### src/rtl/risc_v_div_seq_pkg.sv
// Shared RV32M divide definitions: op codes and
// divider state encoding.
package risc_v_div_seq_pkg;

  localparam logic [1:0] DIV_OP  = 2'b00;
  localparam logic [1:0] DIVU_OP = 2'b01;
  localparam logic [1:0] REM_OP  = 2'b10;
  localparam logic [1:0] REMU_OP = 2'b11;

  typedef enum logic [1:0] {
    IDLE  = 2'd0,
    CALC  = 2'd1,
    FIXUP = 2'd2
  } div_state_t;

  // Two's-complement negation of a 32-bit word.
  function automatic logic [31:0] neg32(input logic [31:0] a);
    return ~a + 32'd1;
  endfunction

endpackage

### src/rtl/risc_v_div_seq.sv
// Sequential radix-2 restoring divider for
// RV32M DIV/DIVU/REM/REMU (32 iterations + fixup).
module risc_v_div_seq
  import risc_v_div_seq_pkg::*;
#(
  parameter PLATFORM = "XILINX"
) (
  input  logic        clk,
  input  logic        rst,
  input  logic        start,
  input  logic [1:0]  op,
  input  logic [31:0] rs1,
  input  logic [31:0] rs2,
  output logic        busy,
  output logic        done,
  output logic [31:0] rd
);

  // Target family hook; both families share one datapath.
  if (PLATFORM == "XILINX") begin : g_xilinx
  end else begin : g_generic
  end

  div_state_t  r_state;
  logic [4:0]  r_cnt;
  logic [31:0] r_dvd;
  logic [31:0] r_div;
  logic [31:0] r_rem;
  logic        r_is_rem;
  logic        r_neg_q;
  logic        r_neg_r;
  logic        r_busy;
  logic        r_done;
  logic [31:0] r_rd;

  logic        w_s1;
  logic        w_s2;
  logic [31:0] w_a1;
  logic [31:0] w_a2;
  logic        w_dz;
  logic        w_ovf;
  logic [31:0] w_rem_sh;
  logic [32:0] w_diff;
  logic [31:0] w_q_res;
  logic [31:0] w_r_res;
  logic [31:0] w_res;

  // Operand signs/magnitudes and special-case detection.
  always_comb begin
    w_s1  = rs1[31] & ~op[0];
    w_s2  = rs2[31] & ~op[0];
    w_a1  = w_s1 ? neg32(rs1) : rs1;
    w_a2  = w_s2 ? neg32(rs2) : rs2;
    w_dz  = (rs2 == 32'd0);
    w_ovf = ~op[0]
          & (rs1 == 32'h8000_0000)
          & (rs2 == 32'hFFFF_FFFF);
  end

  // One restoring step; quotient bits enter dvd's LSB.
  always_comb begin
    w_rem_sh = {r_rem[30:0], r_dvd[31]};
    w_diff   = {1'b0, w_rem_sh} - {1'b0, r_div};
  end

  // Sign correction and result selection.
  always_comb begin
    w_q_res = r_neg_q ? neg32(r_dvd) : r_dvd;
    w_r_res = r_neg_r ? neg32(r_rem) : r_rem;
    w_res   = r_is_rem ? w_r_res : w_q_res;
  end

  // Control FSM with datapath and registered outputs.
  always_ff @(posedge clk or posedge rst) begin
    if (rst) begin
      r_state  <= IDLE;
      r_cnt    <= 5'd0;
      r_dvd    <= 32'd0;
      r_div    <= 32'd0;
      r_rem    <= 32'd0;
      r_is_rem <= 1'b0;
      r_neg_q  <= 1'b0;
      r_neg_r  <= 1'b0;
      r_busy   <= 1'b0;
      r_done   <= 1'b0;
      r_rd     <= 32'd0;
    end else begin
      r_done <= 1'b0;
      unique case (r_state)
        IDLE: begin
          if (start) begin
            r_is_rem <= op[1];
            r_cnt    <= 5'd0;
            r_div    <= w_a2;
            r_busy   <= 1'b1;
            if (w_dz) begin
              // Quotient all ones, remainder = dividend.
              r_dvd   <= 32'hFFFF_FFFF;
              r_rem   <= rs1;
              r_neg_q <= 1'b0;
              r_neg_r <= 1'b0;
              r_state <= FIXUP;
            end else if (w_ovf) begin
              r_dvd   <= 32'h8000_0000;
              r_rem   <= 32'd0;
              r_neg_q <= 1'b0;
              r_neg_r <= 1'b0;
              r_state <= FIXUP;
            end else begin
              r_dvd   <= w_a1;
              r_rem   <= 32'd0;
              r_neg_q <= w_s1 ^ w_s2;
              r_neg_r <= w_s1;
              r_state <= CALC;
            end
          end
        end
        CALC: begin
          if (w_diff[32]) begin
            r_rem <= w_rem_sh;
          end else begin
            r_rem <= w_diff[31:0];
          end
          r_dvd <= {r_dvd[30:0], ~w_diff[32]};
          r_cnt <= r_cnt + 5'd1;
          if (r_cnt == 5'd31) begin
            r_state <= FIXUP;
          end
        end
        FIXUP: begin
          r_rd    <= w_res;
          r_done  <= 1'b1;
          r_busy  <= 1'b0;
          r_state <= IDLE;
        end
        default: begin
          r_busy  <= 1'b0;
          r_state <= IDLE;
        end
      endcase
    end
  end

  assign busy = r_busy;
  assign done = r_done;
  assign rd   = r_rd;

endmodule

### config.mk
export PLATFORM = sky130hd
export DESIGN_NAME = risc_v_div_seq
export DESIGN_NICKNAME = d
export VERILOG_FILES = /design/src/rtl/risc_v_div_seq_pkg.sv /design/src/rtl/risc_v_div_seq.sv
export SDC_FILE = /design/constraint.sdc
export NUM_CORES = 1
export LEC_CHECK = 0
export ABC_AREA = 0
export BUFFER_PORTS_ARGS = -buffer_cell sky130_fd_sc_hd__buf_2
export CAP_MARGIN = 20
export CORE_UTILIZATION = 40
export DETAILED_ROUTE_END_ITERATION = 8
export GPL_TIMING_DRIVEN = 0
export REMOVE_ABC_BUFFERS = 1
export SYNTH_ARGS = -nofsm -noshare
export SYNTH_HDL_FRONTEND = slang
export SYNTH_SLANG_ARGS = --single-unit
### constraint.sdc
create_clock -name clk -period 9.4 [get_ports clk]
set_input_delay 1.41 -clock clk [delete_from_list [all_inputs] [get_ports clk]]
set_output_delay 1.41 -clock clk [all_outputs]
set_load 0.02 [all_outputs]
Word-level counts from Yosys, hierarchy flattened
Cells that the tools add are included.
- register bits after elaboration: 140
- bits in latches: 0
- RAM bits: 0
- memory bits (read-only): 0
- input bits: 69
- output and inout port bits: 34
- logic and storage cells: 70
- memories: 0
- $add $sub $neg: 6
- multiply operators: 0
- div/mod/pow operators: 0
- order comparisons: 0
- eq/ne operators: 7
- shift-type cells: 0
- multiplexer cells: 27
- bitwise gates (word level): 12
- reduce and logical (&&, ||, !) cells: 7
- operator list (cell ; number):
    two-way mux 32 bit ; 11
    adder 32 x 1 -> 32 bit, second input constant ; 4
    inverter 32 bit ; 4
    case mux 32 bit (2 select lines) ; 2
    equality test 32 bit, second input constant ; 2
    subtractor 32 x 32 -> 33 bit ; 1
    zero test 32 bit ; 1
    case mux 5 bit (2 select lines) ; 1
    two-way mux 2 bit ; 4
    AND reduction 2 bit ; 4
    two-way mux 1 bit ; 6
    adder 5 x 1 -> 5 bit, second input constant ; 1
    equality test 5 bit, second input constant ; 1
    two-way mux 5 bit ; 1
    AND 1 bit ; 4
    != test 2 bit, second input constant ; 2
    case mux 2 bit (2 select lines) ; 1
    inverter 1 bit ; 3
    equality test 2 x 1 -> 1 bit, second input constant ; 1
    equality test 2 bit, second input constant ; 1
    zero test 2 bit ; 1
    case mux 1 bit (2 select lines) ; 1
    nonzero test 2 bit ; 1
    bitwise XOR 1 bit ; 1

Longest topological paths before layout
Gate-level depths: netlist of run 1.
- word-level depth: 7
- depth in mapped cells: 13
- gate-level depth less buffers: 12

Worst setup path after synthesis of run 1
Ideal clock, no wire load.
- kind: input port to flip-flop
- start point: input port rs2[6]
- end point: register r_state[0]
- arrival time: 3841 ps
- setup slack: 5435 ps
- cell stages on the path: 10
- path buffers: 1
- cell sequence: or4_4 -> nor4_2 -> or4b_1 -> or3_4 -> nor4_4 -> buf_6 -> or2_1 -> nor3b_1 -> a21oi_1 -> nor2_1
- cells in the longest elaborated chain, start to end: 6
- elaborated cells on any way between the ends: 7
- those cells by class: eq/ne (1); mux (4); bitwise (1); reduce/logical (1)
- RTL lines (item ; line ; source):
    start: declaration ; risc_v_div_seq.sv:13 ; input logic [31:0] rs2,
    equality test 32 bit ; risc_v_div_seq.sv:57 ; & (rs2 == 32'hFFFF_FFFF);
    AND 1 bit ; risc_v_div_seq.sv:57 ;
    two-way mux 2 bit ; risc_v_div_seq.sv:103 ; end else if (w_ovf) begin
    two-way mux 2 bit (*) ; risc_v_div_seq.sv:96 ; if (w_dz) begin
    two-way mux 2 bit (*) ; risc_v_div_seq.sv:91 ; if (start) begin
    case mux 2 bit (2 select lines) (*) ; risc_v_div_seq.sv:89 ; unique case (r_state)
    end signal: assignment ; risc_v_div_seq.sv:102 ; r_state <= FIXUP;
    end signal: assignment ; risc_v_div_seq.sv:108 ; r_state <= FIXUP;
    end signal: assignment ; risc_v_div_seq.sv:114 ; r_state <= CALC;
    end: declaration ; risc_v_div_seq.sv:24 ; div_state_t r_state;
Mark *: on every way between the ends. The rest lies on a longest branch, timed or not. The select of a mux whose other input is x is not followed.
A chain may end at the register's enable or synchronous reset.

Worst setup path in the final report of run 1
- start point: input port rs2[6]
- end point: register r_rem[30]
- cells in the longest elaborated chain, start to end: 4
- RTL lines (item ; line ; source):
    zero test 32 bit ; risc_v_div_seq.sv:54 ; w_dz = (rs2 == 32'd0);
    two-way mux 32 bit ; risc_v_div_seq.sv:96 ;
    two-way mux 32 bit ; risc_v_div_seq.sv:91 ;
    case mux 32 bit (2 select lines) ; risc_v_div_seq.sv:89 ;
    end signal: assignment ; risc_v_div_seq.sv:99 ; r_rem <= rs1;
    end signal: assignment ; risc_v_div_seq.sv:120 ; r_rem <= w_rem_sh;
    end signal: assignment ; risc_v_div_seq.sv:122 ; r_rem <= w_diff[31:0];
    end: declaration ; risc_v_div_seq.sv:28 ; logic [31:0] r_rem;
Every way passes these cells. The select of a mux whose other input is x is not followed.

==> flow_summary_export.csv, run 1 <==
group,metric,value,unit
run_status,outcome,"complete, but fails checks",
run_status,violations,"design-rule violations",
global_routing,antenna_found_initial,1,
yosys,syn-cell-area,10700,um^2
sta,relSlewSlack,0.360,
sta,finalHoldViolations,0,
worst_setup_path,critPathTopFamily,"simple AND/OR/NAND/NOR gates",
floorplan,core-area,26100,um^2
global_routing,track_usage,0.232,
yosys,avgSynthCellArea,7.98,um^2
sta,fin_crit_sh,0.488,
pwr,clkPwrFrac,0.162,
worst_setup_path,criticalPathCategory,"input pin to flop",
clock_network,clkTransAtPathRegs,0.06,ns
yosys,netlist_top_cells_count,"nand2_1, o21ai_0, dfrtp_1",
clock_network,clock_latency,0.42,ns
clock_network,cts_hold_buffers,0,
worst_setup_path,crit_chain,"buf_2 -> or4_4 -> nor4_2 -> or4b_1 -> or3_4 -> nor4_4 -> and2_1 -> a21oi_1 -> nor2_1 -> a221o_1",
worst_setup_path,cp_num_buf_inv,1,
detailed_routing,drc_errors,16,
yosys,synth_cell_types,72,
yosys,yosys_warnings,0,
floorplan,io_pins,103,
worst_setup_path,critPathMaxStageDelay,0.71,ns
floorplan,die_width,165,um
sta,fmax,0.218,GHz
yosys,yosysMostFrequentCell,"nand2_1",
pwr,p_int,2.51,mW
clock_network,cts_tree,"done",
cells_and_area,nets,1513,
worst_setup_path,cp_slowest_cell,"nor4_4",
pwr,seqPwrFrac,0.267,
detailed_routing,via_per_inst,5.58,
sta,slew_viol_final,0,
sta,hold_ws,0.468,ns
place,gp_congestion,0.898,
global_routing,grt_pass1_vias,9051,
pwr,power_density,381,nW/um^2
cells_and_area,final_core_util,0.470,
pwr,p_leak,5.19,nW
worst_setup_path,end_kind,"flop",
global_routing,grt_pass1_wl,49300,um
yosys,syn_inst,1337,
sta,final.min_clock_period,4.59,ns
worst_setup_path,worstPathRequired,9.76,ns
sta,setup_viol,0,
floorplan,initial_core_util,0.408,
sta,clock_skew,0.00635,ns
detailed_routing,drtPass1Iterations,7,
cells_and_area,drive_above_1_share,0.128,
clock_network,clockRootBuffer,"clkbuf_16",
clock_network,cts_setup_buffers,0,
floorplan,std_cell_rows,59,
yosys,synth_edf_count,0,
clock_network,cts_resized,0,
detailed_routing,drt-total-wl,30600,um
yosys,synth_top_area_frac,0.328,
sta,tightest_slew,0.959,ns
run,drv_cap,0,
pwr,p_switching,2.17,mW
place,io_buffer_count,102,
pwr,pwr-share-comb,0.571,
yosys,ys_top_cells_by_area,"dfrtp_1, o21ai_0, xor2_1, nand2_1, ha_1",
clock_network,clock-sinks,140,
detailed_routing,drtIter0Drc,733,
worst_setup_path,start_kind,"input pin",
detailed_routing,post_drt_wl_per_cell,17.5,um
pwr,ir_worst_vdd,0.000194,V
global_routing,grt-ovfl-total,0,
sta,fin_tns_setup,0,ns
worst_setup_path,cp_max_fo,11,
floorplan,die-height,165,um
place,dp_hpwl,23500,um
clock_network,htree_levels,4,
clock_network,clock_path_buffers,2,
pwr,p_sw_frac,0.464,
floorplan,dieArea,27300,um^2
clock_network,numCtsBuffers,17,
yosys,synth-seq-cells,140,
hold_path,hold_class,"flop to flop",
detailed_routing,antenna_violating_nets_post_route,0,
yosys,async_reset_ff_frac,1.00,
worst_setup_path,arrival,4.95,ns
detailed_routing,vias,9786,
yosys,synth_seq_area_share,0.328,
cells_and_area,area_growth,15.0,%
yosys,synth_ff_type,"dfrtp_1",
sta,rsz0062_at_grt,"false",
global_routing,grt_max_degree,79,
yosys,synth_top_area_cell,"dfrtp_1",
## layout by cell type (no fill, tap or decap), drive strengths merged, types with 19 or more instances in the layout
master,n
xor2,87
o21ai,182
a21oi,69
o31ai,38
inv,59
a211oi,27
a31oi,19
nand2,190
nor2,73
nand2b,26
dfrtp,140
buf,116
or3,19
xnor2,54
ha,39
nand3,34
## power groups by stage
stage | registers (mW) | logic [mW] | clock network [mW]
after floorplan | 1.13 | 2.03 | 0
after global placement | 1.25 | 2.54 | 0
after detailed placement | 1.26 | 2.64 | 0
after CTS | 1.24 | 2.66 | 0.768
after global routing | 1.28 | 3.03 | 0.794
final | 1.25 | 2.67 | 0.757
## cell families (layout without fill, tap and decap cells)
group | after synthesis | in the layout | share of synthesized area
compound gates | 440 | 440 | 0.255
xor+xnor | 141 | 141 | 0.116
fa+ha+maj | 40 | 40 | 0.0476
buf+inv | 126 | 206 | 0.0455
flops | 140 | 140 | 0.328
mux | 7 | 7 | 0.00680
other cells | 0 | 2 | 0
simple gates | 443 | 443 | 0.201
## sequential cells by signal (all words and copies together) (netlist names)
signal	cells
r_div	32
r_cnt	5
rd	32
r_rem	32
done	1
r_dvd	32
r_neg_r	1
busy	1
r_neg_q	1
r_state	2
r_is_rem	1
## final cells by class
cell class / instances / area, um^2
clock buffers: 18 / 439
repair buffers: 116 / 761
fillers: 2685 / 13900
inverters: 58 / 223
well taps: 335 / 419
clock inverters: 14 / 216
multi-input cells: 1071 / 6710
flip-flops and latches: 140 / 3500
diodes: 2 / 5.00
## stage by stage
step | area (um^2) | power, mW | setup slack, ns | std cells
finish | 12300 | 4.68 | 4.81 | 1754
global route | 12300 | 5.11 | 4.58 | 1753
CTS | 12200 | 4.67 | 4.81 | 1750
detailed placement | 11600 | 3.89 | 4.37 | 1718
global placement | 11300 | 3.80 | 0.116 | 1706
floorplan | 10400 | 3.16 | 3.25 | 1269
## worst paths after layout
| kind | from | to | slack [ns] | cells after the start |
|---|---|---|---|---|
| max in group asynchronous | rst | r_rem[21]$_DFFE_PP0P_ | 7.50 | 3 |
| max | rs2[6] | r_rem[30]$_DFFE_PP0P_ | 4.81 | 10 |
| min reg2reg | rd[25]$_DFFE_PP0P_ | rd[25]$_DFFE_PP0P_ | 0.47 | 1 |
| max reg2reg | r_dvd[31]$_DFFE_PP0P_ | r_rem[3]$_DFFE_PP0P_ | 4.91 | 13 |
| min | rd[25]$_DFFE_PP0P_ | rd[25]$_DFFE_PP0P_ | 0.47 | 1 |
| min in group asynchronous | rst | rd[6]$_DFFE_PP0P_ | 1.12 | 2 |
## layer usage
| metal | up-vias | wire length [um] | track usage |
|---|---|---|---|
| met2 | 243 | 13200 | 0.357 |
| met5 | - | 0 | 0 |
| li1 | 4973 | - | - |
| met3 | 36 | 1360 | 0.0242 |
| met1 | 4534 | 15400 | 0.339 |
| met4 | 0 | 658 | 0.0715 |
(Power assumes the default switching activity.)
==> inputs of run 2 (changes only) <==
clock period = 4 ns   (was 9.4 ns; I/O delays follow)
==> run 2 against run 1 <==
The flow still finishes with violations (design-rule violations). Core utilization increased by 0.086 points. Wire length about the same. Critical path type is now flop to flop. Largest power group unchanged. Register-to-register slack worse by 4.7 ns. Highest routed layer unchanged.
==> flow_summary_export.csv, run 2 (synthesized netlist as in run 1, its figures left out) <==
group,metric,value,unit
detailed_routing,drtIter0Drc,636,
detailed_routing,via_per_inst,5.59,
clock_network,cts_hold_buffers,0,
worst_setup_path,arrival,4.10,ns
sta,setup_viol,0,
sta,final.min_clock_period,3.75,ns
global_routing,grt_use_met2,0.357,
detailed_routing,drc_errors,16,
place,dp_slack,-0.435,ns
detailed_routing,drtPass1Iterations,7,
detailed_routing,post_drt_wl_per_cell,17.4,um
clock_network,clock_path_buffers,2,
worst_setup_path,crit_chain,"inv_1 -> ha_1 -> fa_1 -> nand2b_1 -> a21o_1 -> a211oi_1 -> o21ai_0 -> o211ai_1 -> buf_4 -> nand2_4 -> buf_16 -> nor2_4 -> a22oi_1 -> o21ai_1",
sta,slew_viol_final,0,
cells_and_area,mostFrequentLayoutCells,"nand2_1, o21ai_0, dfrtp_1",
pwr,ir_worst_vdd,0.000463,V
worst_setup_path,end_kind,"flop",
global_routing,use_met3,0.0242,
pwr,p_leak,5.20,nW
sta,clock_skew,0.00852,ns
cells_and_area,area_growth,15.3,%
cells_and_area,drive_above_1_share,0.130,
worst_setup_path,criticalPathCategory,"flop to flop",
detailed_routing,antenna_violating_nets_post_route,0,
global_routing,antenna_found_initial,1,
place,dp_hpwl,23500,um
run_status,outcome,"complete, but fails checks",
cells_and_area,final_core_util,0.471,
global_routing,grt_pass1_wl,49300,um
global_routing,grt-ovfl-total,0,
detailed_routing,drt-total-wl,30600,um
pwr,seqPwrFrac,0.266,
worst_setup_path,cp_slowest_cell,"dfrtp_1",
run_status,violations,"design-rule violations",
clock_network,cts_tree,"done",
cells_and_area,stdcell_area,12300,um^2
worst_setup_path,critPathMaxStageDelay,0.56,ns
pwr,power_density,898,nW/um^2
cells_and_area,layout_commonest_cell,"nand2_1",
sta,fin_crit_sh,0.937,
sta,rsz0062_at_grt,"false",
worst_setup_path,cp_max_fo,33,
sta,setup_ws,0.251,ns
clock_network,clockRootBuffer,"clkbuf_16",
pwr,p_switching,5.13,mW
global_routing,grt_pass1_vias,9053,
sta,finalHoldViolations,0,
place,placed_cell_area,11600,um^2
floorplan,dieArea,27300,um^2
clock_network,clkTransAtPathRegs,0.06,ns
global_routing,busiest_layer,"met2",
hold_path,hold_class,"input pin to asynchronous set/reset pin",
sta,fmax,0.267,GHz
sta,tightest_slew,0.965,ns
place,gp_congestion,0.898,
worst_setup_path,start_kind,"flop",
floorplan,die-height,165,um
clock_network,htree_levels,4,
sta,relSlewSlack,0.356,
clock_network,numCtsBuffers,17,
clock_network,clock-sinks,140,
global_routing,track_usage,0.232,
pwr,pwr-share-comb,0.573,
floorplan,die_width,165,um
detailed_routing,vias,9813,
global_routing,grt_max_degree,79,
pwr,p_sw_frac,0.464,
run,drv_cap,0,
floorplan,initial_core_util,0.408,
worst_setup_path,worstPathRequired,4.35,ns
global_routing,gr-usage-met1,0.339,
floorplan,io_pins,103,
cells_and_area,nets,1514,
pwr,p_int,5.92,mW
clock_network,clock_latency,0.43,ns
pwr,clkPwrFrac,0.161,
floorplan,std_cell_rows,59,
place,io_buffer_count,102,
floorplan,core-area,26100,um^2
-- run 2: power by group through the flow --
stage / Sequential, mW / Clock [mW] / Combinational, mW
global route: 3.02 / 1.86 / 7.17
global placement: 2.95 / 0 / 5.97
CTS: 2.92 / 1.80 / 6.27
finish: 2.93 / 1.78 / 6.33
floorplan: 2.65 / 0 / 4.77
detailed placement: 2.95 / 0 / 6.20
-- run 2: critical path, delay by kind of cell, from the launching register on --
kind | cells | cell delay (ns)
buffers and inverters | 3 | 0.49
flip-flops | 1 | 0.56
adder cells (fa/ha/maj) | 2 | 0.64
AND/OR/NAND/NOR | 3 | 0.55
AO/OA/AOI/OAI | 6 | 1.43
-- run 2: cell type report --
cell class / count / area [um^2]
fill: 2683 / 13800
multi-input combinational: 1071 / 6730
sequential: 140 / 3500
timing repair buffer: 117 / 768
clock buffer: 18 / 439
tap: 335 / 419
inverter: 58 / 223
clock inverter: 14 / 216
antenna: 2 / 5.00
-- run 2: path summary, 6_finish.rpt --
| check | startpoint | end | slack [ns] | cells past startpoint |
|---|---|---|---|---|
| min in group clk | op[1] | r_is_rem$_DFFE_PP0P_ | 0.42 | 3 |
| max reg2reg | r_dvd[31]$_DFFE_PP0P_ | r_rem[3]$_DFFE_PP0P_ | 0.25 | 14 |
| max in group asynchronous | rst | r_rem[22]$_DFFE_PP0P_ | 2.91 | 3 |
| min reg2reg | rd[25]$_DFFE_PP0P_ | rd[25]$_DFFE_PP0P_ | 0.47 | 1 |
| min | rst | rd[4]$_DFFE_PP0P_ | 0.31 | 2 |
| max | r_dvd[31]$_DFFE_PP0P_ | r_rem[3]$_DFFE_PP0P_ | 0.25 | 14 |
-- run 2: metrics by stage --
| step | instances | setup TNS, ns | total power [mW] | hold slack, ns |
|---|---|---|---|---|
| 6_report | 1755 | 0 | 11.1 | 0.313 |
| 5_1_grt | 1754 | 0 | 12.1 | 0.374 |
| 4_1_cts | 1750 | 0 | 11.0 | 0.338 |
| 3_5_place_dp | 1718 | -3.17 | 9.15 | 0.461 |
| 3_3_place_gp | 1706 | -541.39 | 8.92 | 0.453 |
| 2_1_floorplan | 1269 | -86.04 | 7.42 | 0.450 |
-- run 2: routing by layer --
layer / routed length (um) / vias to the layer above
met5: 0 / -
met4: 629 / 0
met3: 1520 / 34
met2: 13200 / 281
met1: 15200 / 4529
li1: - / 4969
-- run 2: timing repair --
item                                    CTS  global route
pin swaps                                 0             2
gates resized for setup                   3             1
setup buffers                             0             1
endpoints found under the setup margin   14            24
